--- src/rtl/return_stack_pkg.sv ---
// Shared definitions for the call/return address stack: default sizing and
// the per-cycle operation decode used by the stack datapath.
package return_stack_pkg;

  localparam int RS_ADDR_W = 19;
  localparam int RS_DEPTH  = 8;

  typedef enum logic [2:0] {
    RS_HOLD,
    RS_PUSH,
    RS_POP,
    RS_REPLACE,
    RS_OVERFLOW,
    RS_UNDERFLOW
  } rs_op_e;

  // Simultaneous push/pop on a non-empty stack overwrites the top in place;
  // on an empty stack it degrades to a plain push with no underflow.
  function automatic rs_op_e rs_decode(input logic push, input logic pop,
                                       input logic is_empty, input logic is_full);
    if (push && pop) return is_empty ? RS_PUSH : RS_REPLACE;
    if (push)        return is_full ? RS_OVERFLOW : RS_PUSH;
    if (pop)         return is_empty ? RS_UNDERFLOW : RS_POP;
    return RS_HOLD;
  endfunction

endpackage

--- src/rtl/return_stack.sv ---
// Call/return address stack beside the ID stage. ret_addr is combinational
// from state so a RET can redirect the PC in the same cycle it is decoded.
module return_stack
  import return_stack_pkg::*;
#(
  parameter int ADDR_W = RS_ADDR_W,
  parameter int DEPTH  = RS_DEPTH
) (
  input  logic                      clk,
  input  logic                      rst,
  input  logic                      push,
  input  logic                      pop,
  input  logic [ADDR_W-1:0]         push_addr,
  input  logic                      clr_err,
  output logic [ADDR_W-1:0]         ret_addr,
  output logic                      empty,
  output logic                      full,
  output logic [$clog2(DEPTH):0]    count,
  output logic                      err_overflow,
  output logic                      err_underflow
);

  localparam int PTR_W = $clog2(DEPTH);
  localparam int CNT_W = PTR_W + 1;
  localparam logic [CNT_W-1:0] DEPTH_C = CNT_W'(DEPTH);

  logic [ADDR_W-1:0] mem_reg [DEPTH];
  logic [PTR_W-1:0]  sp_reg, sp_next;
  logic [PTR_W-1:0]  top_idx;
  logic [PTR_W-1:0]  wr_idx;
  logic              wr_en;
  logic [CNT_W-1:0]  count_reg, count_next;
  logic              ovf_reg, ovf_next;
  logic              udf_reg, udf_next;
  rs_op_e            op;

  assign empty         = (count_reg == '0);
  assign full          = (count_reg == DEPTH_C);
  assign count         = count_reg;
  assign err_overflow  = ovf_reg;
  assign err_underflow = udf_reg;
  // sp points at the next free slot, so the top lives one below (wrapping).
  assign top_idx       = sp_reg - PTR_W'(1);
  assign ret_addr      = empty ? '0 : mem_reg[top_idx];

  always_comb begin
    op         = rs_decode(push, pop, empty, full);
    sp_next    = sp_reg;
    count_next = count_reg;
    wr_en      = 1'b0;
    wr_idx     = sp_reg;
    case (op)
      RS_PUSH: begin
        wr_en      = 1'b1;
        wr_idx     = sp_reg;
        sp_next    = sp_reg + PTR_W'(1);
        count_next = count_reg + CNT_W'(1);
      end
      RS_POP: begin
        sp_next    = top_idx;
        count_next = count_reg - CNT_W'(1);
      end
      RS_REPLACE: begin
        wr_en  = 1'b1;
        wr_idx = top_idx;
      end
      default: ;
    endcase
    // A new error event in the same cycle as clr_err keeps the flag set.
    ovf_next = (ovf_reg & ~clr_err) | (op == RS_OVERFLOW);
    udf_next = (udf_reg & ~clr_err) | (op == RS_UNDERFLOW);
  end

  always_ff @(posedge clk or posedge rst) begin
    if (rst) begin
      sp_reg    <= '0;
      count_reg <= '0;
      ovf_reg   <= 1'b0;
      udf_reg   <= 1'b0;
    end else begin
      sp_reg    <= sp_next;
      count_reg <= count_next;
      ovf_reg   <= ovf_next;
      udf_reg   <= udf_next;
    end
  end

  always_ff @(posedge clk or posedge rst) begin
    if (rst) begin
      for (int i = 0; i < DEPTH; i++) mem_reg[i] <= '0;
    end else if (wr_en) begin
      mem_reg[wr_idx] <= push_addr;
    end
  end

endmodule

--- config.mk ---
export PLATFORM = sky130hd
export DESIGN_NAME = return_stack
export DESIGN_NICKNAME = d
export VERILOG_FILES = /design/src/rtl/return_stack_pkg.sv /design/src/rtl/return_stack.sv
export SDC_FILE = /design/constraint.sdc
export NUM_CORES = 1
export LEC_CHECK = 0
export CAP_MARGIN = 15
export CORE_AREA = 2 2 215 153
export CTS_BUF_LIST = sky130_fd_sc_hd__clkbuf_4 sky130_fd_sc_hd__clkbuf_8 sky130_fd_sc_hd__clkbuf_16
export CTS_CLUSTER_SIZE = 8
export DETAILED_ROUTE_END_ITERATION = 7
export DIE_AREA = 0 0 217 155
export MAX_ROUTING_LAYER = met4
export PLACE_DENSITY_LB_ADDON = 0.12
export SYNTH_ARGS = -nofsm -noshare
export SYNTH_HDL_FRONTEND = slang
export SYNTH_SLANG_ARGS = --single-unit
--- constraint.sdc ---
create_clock -name clk -period 8.6 [get_ports clk]
set_input_delay 2.58 -clock clk [delete_from_list [all_inputs] [get_ports clk]]
set_output_delay 2.58 -clock clk [all_outputs]
set_load 0.02 [all_outputs]
; ---- After elaboration in Yosys (flattened, before gate mapping)
; Index checks and enable logic that the tools add are counted.
[word_totals]
word_cells = 63
output_inout_bits = 27
reg_bits = 161
input_bits = 24
[op_classes]
muxes = 26
bitwise_logic = 7
magnitude_cmp = 3
reduce_logical = 5
add_sub_neg = 4
n_eq_ne = 6
[ops]
columns = operator, n
row1 = $bwmux W152, 1
row2 = $mux W19, 4
row3 = $bmux W19 S3, 1
row4 = $demux W19 S3, 1
row5 = $mux W3, 9
row6 = $ge A4 B4 Y1 const B, 2
row7 = $not A3 Y4, 2
row8 = $pmux W4 S2, 1
row9 = $mux W1, 7
row10 = $eq A3 B2 Y1 const B, 2
row11 = $eq A3 B3 Y1 const B, 2
row12 = $pmux W3 S2, 1
row13 = $add A4 B1 Y4 const B, 1
row14 = $eq A4 B4 Y1 const B, 1
row15 = $logic_not A4 Y1, 1
row16 = $lt A4 B1 Y1 const B, 1
row17 = $sub A4 B1 Y4 const B, 1
row18 = $add A3 B1 Y3 const B, 1
row19 = $eq A3 B1 Y1 const B, 1
row20 = $sub A3 B1 Y3 const B, 1
row21 = $and A1 B1 Y1, 2
row22 = $logic_and A1 B1 Y1, 2
row23 = $mux W2, 1
row24 = $or A1 B1 Y1, 2
row25 = 3 further kinds, 3

; ---- Longest topological paths before layout
[depth]
depth_word = 16
ltp_mapped = 10
ltp_nobuf = 8

; ---- Worst setup path after synthesis
; No wires, ideal clock.
[synth_path]
kind = register to output
startpoint = reg sp_reg[0]
endpoint = out ret_addr[14]
path_buffers = 3
required_ns = 6.020
t_arrival_ns = 2.370
path_slack_ns = 3.650
stages_incl_launch_ff = 9
path_cell_list = dfrtp_1 > clkinv_1 > ha_1 > clkbuf_1 > buf_2 > buf_2 > mux4_2 > nand2_1 > a21oi_1
[synth_via]
elab_chain_cells = 6
[synth_lines]
columns = item, line_no
row1 = from (decl), return_stack.sv:28  ; logic [PTR_W-1:0] sp_reg, sp_next;
row2 = from (signal assigned), return_stack.sv:81  ; sp_reg <= sp_next;
row3 = $sub A3 B1 Y3, return_stack.sv:43  ; assign top_idx = sp_reg - PTR_W'(1);
row4 = $not A3 Y4 (not written as such), return_stack.sv:44  ; assign ret_addr = empty ? '0 : mem_reg[top_idx];
row5 = $bmux W19 S3, return_stack.sv:44
row6 = $mux W19 (not written as such) (2 in series), return_stack.sv:44
row7 = $mux W19, return_stack.sv:44
row8 = to (decl), return_stack.sv:15  ; output logic [ADDR_W-1:0] ret_addr,
; No other way between the ends. The select of a mux whose other input is x is not followed.

; ---- Worst setup path after layout
[layout_path]
startpoint = reg sp_reg[0]
endpoint = out ret_addr[5]
; Same word-level chain as after synthesis.

==> summary.txt <==
Run status
  – Status: finished clean

Floorplanning
  – Initial Util: 24.53%
  – Die Y: 155 um
  – Die Area: 33640 sq um
  – Die Wd: 217 um
  – FP Rows: 55
  – Core box area: 31790 sq um
  – Top-level I/O count: 51

Finish
  – Commonest non-fill, non-tap cell in the layout: dfrtp_1
  – Layout Nets: 585
  – Area Overhead vs Synth: 19.45%
  – Max reg flops: 152
  – Commonest non-fill, non-tap cells in the layout: dfrtp_1 (160), mux2_2 (114), clkdlybuf4s50_1 (50)
  – Share of cells above drive strength 1: 41.30%
  – Final core occ: 29.30%
  – Post-Layout Inst Area: 9314 sq um
  – Antenna diode count: 0

Clock network
  – Skew-Pair Late Insertion Delay: 0.43 ns
  – Max Buffers Root-to-Sink: 2
  – Htree depth: 4
  – Num CTS Buffers: 17
  – Post-cts hold buffer count: 0
  – CTS root buf: clkbuf_16
  – Cts repair resizes: 0
  – Post-CTS Setup Bufs: 0
  – Clock Pin Slew Worst Setup and Hold Paths: 0.06 ns
  – Clock Sinks: 161
  – CTS tree: built

Placement
  – DP HPWL: 11160 um
  – Port-buffer cells: 50
  – RePlAce Congestion: 0.7139
  – DP Area: 8710 sq um

Yosys
  – Post-synthesis cell type count: 41
  – Ranking of synthesized cells by area: dfrtp_1 (52%), mux2_2 (16%), mux4_2 (11%), mux2_4 (5.8%), nand2_1 (2.2%)
  – Synth Flop Type: dfrtp_1
  – Syn Nets: 541
  – EDFF count, synth: 0
  – Mapped cell area: 7797 sq um
  – Avg Cell Area, Syn: 15.17 sq um
  – Top-area cell type share of the netlist area: 51.67%
  – Seq/Total Area, Yosys: 51.67%
  – Area leader, netlist: dfrtp_1
  – YS warnings: 0
  – Post-Syn Instances: 514
  – Asr flop ratio synth: 100.0%
  – Yosys reg bits: 161

Critical path
  – Startpoint Class: flop
  – Crit-path max FO: 22
  – R2R Path End: mem_reg[45]
  – RR Startpoint: sp_reg[0]
  – CP Capture Type: output port
  – Reg2reg setup slack: 5.28 ns
  – Setup CP Type: reg -> out
  – R2r worst-path depth: 6
  – Worst Path Required: 6.02 ns
  – CP Data Arrival Time: 3.58 ns

Power and ir drop
  – Sw Share: 36.55%
  – Share of total power in the clock network: 17.7%
  – Pwr Density: 484.1 nW/um^2
  – Proportion of power drawn by combinational gates: 52.3%
  – Leakage Power: 3.738 nW
  – Sequential share of power: 30.1%
  – Sw power: 1.648 mW
  – Max IR drop VDD: 0.0002200 V
  – Internal Power: 2.861 mW
  – Total power draw: 4.509 mW

Global routing
  – Largest net degree at the start of global routing: 85
  – GRT overflow: 0
  – Antenna violations before repair: 0
  – GRT Resource Usage Total: 13.00%
  – First-pass GRT wire length: 31260 um
  – Vias in the first global route: 4890

Drt
  – Post-route ant nets: 0
  – DR iter-0 viols: 218
  – First-pass DRT Iterations: 4
  – DRC: 0
  – Vias: 4448
  – Vias per inst: 4.466
  – Final wirelength: 19870 um
  – DR WL/cell: 19.95 um

Job
  – Max Cap Violations: 0

Timing
  – Fin. max-slew vios: 0
  – Setup tns final: 0 ns
  – RSZ-0062 raised after global routing: false
  – Min Hold Slack: 0.4817 ns
  – Final setup fails: 0
  – Endpoints failing hold: 0
  – Worst Skew: 0.005578 ns
  – Achievable Freq: 162.4 MHz
  – Slew margin rel.: 24.45%
  – Period Utilization, post-route: 71.58%
  – Worst-margin pin slew: 1.129 ns
  – Min Tclk post-route: 6.156 ns

Worst hold path
  – Worst hold path startpoint: mem_reg[80]
  – HP Class: reg -> reg
  – Hold Path End: mem_reg[80]
  – WHS Path Cells: 1
## synth_stat cells, types with 7 or more instances
master	instances
a21oi_1	22
buf_2	10
buf_6	11
clkbuf_1	8
dfrtp_1	161
mux2_1	9
mux2_2	114
mux2_4	30
mux4_2	38
nand2_1	45
or3_1	7
## worst max-delay path: stages (launching register included)
cell,delay (ns)
dfrtp_2,0.36
clkinv_1,0.24
ha_2,0.95
buf_12,0.31
mux4_2,0.53
nand2_1,0.09
a21oi_1,0.09
clkdlybuf4s50_1,0.54
## routing by layer
metal | vias up | global-route usage (%) | wire [um]
met3 | 17 | 2.815 | 653
met4 | 0 | 3.457 | 221
li1 | 1994 | - | -
met5 | - | - | 0
met1 | 2376 | 17.23 | 9818
met2 | 61 | 20.20 | 9178
## worst max-delay path by stage
| stage | depth (start not counted) | startpoint | end |
|---|---|---|---|
| final | 7 | sp_reg[0] | ret_addr[5] |
| after global routing | 7 | sp_reg[0] | ret_addr[9] |
| after CTS | 7 | sp_reg[0] | ret_addr[5] |
| after detailed placement | 7 | sp_reg[0] | ret_addr[14] |
| after global placement | 7 | sp_reg[0] | ret_addr[9] |
| after floorplan | 1 | rst | count[0] |
## power groups by stage
stage / clock network [mW] / logic, mW / registers, mW
floorplan: 0 / 1.69 / 1.30
global placement: 0 / 2.38 / 1.35
global route: 0.858 / 2.55 / 1.41
CTS: 0.825 / 2.42 / 1.36
detailed placement: 0 / 2.41 / 1.37
finish: 0.796 / 2.36 / 1.36
## final cells by class
| class | instances | area, sq um |
|---|---|---|
| Clock buffer | 21 | 474.2 |
| Clock inverter | 9 | 130.1 |
| Multi-Input combinational cell | 315 | 3547 |
| Inverter | 8 | 47.55 |
| Timing Repair Buffer | 55 | 550.5 |
| Sequential cell | 161 | 4030 |
| Tap cell | 427 | 534.3 |
| Fill cell | 3208 | 22480 |
## cells by family (layout without fill, tap and decap cells)
| logic type | Yosys count | after routing | synth area share, % |
|---|---|---|---|
| multiplexers | 191 | 191 | 34.52 |
| AND/OR/NAND/NOR | 71 | 71 | 4.477 |
| XOR/XNOR | 7 | 7 | 0.7863 |
| AO/OA/AOI/OAI | 43 | 43 | 4.862 |
| adder cells (fa/ha/maj) | 3 | 3 | 0.4814 |
| buffers and inverters | 38 | 93 | 3.209 |
| flip-flops | 161 | 161 | 51.67 |
## stage by stage
stage	setup slack, ns	std cells
after floorplan	1.672	514
after global placement	2.871	966
after detailed placement	2.798	966
after CTS	2.328	996
after global routing	2.146	996
final	2.444	996
Note: power is estimated with default switching activity, not from simulation.
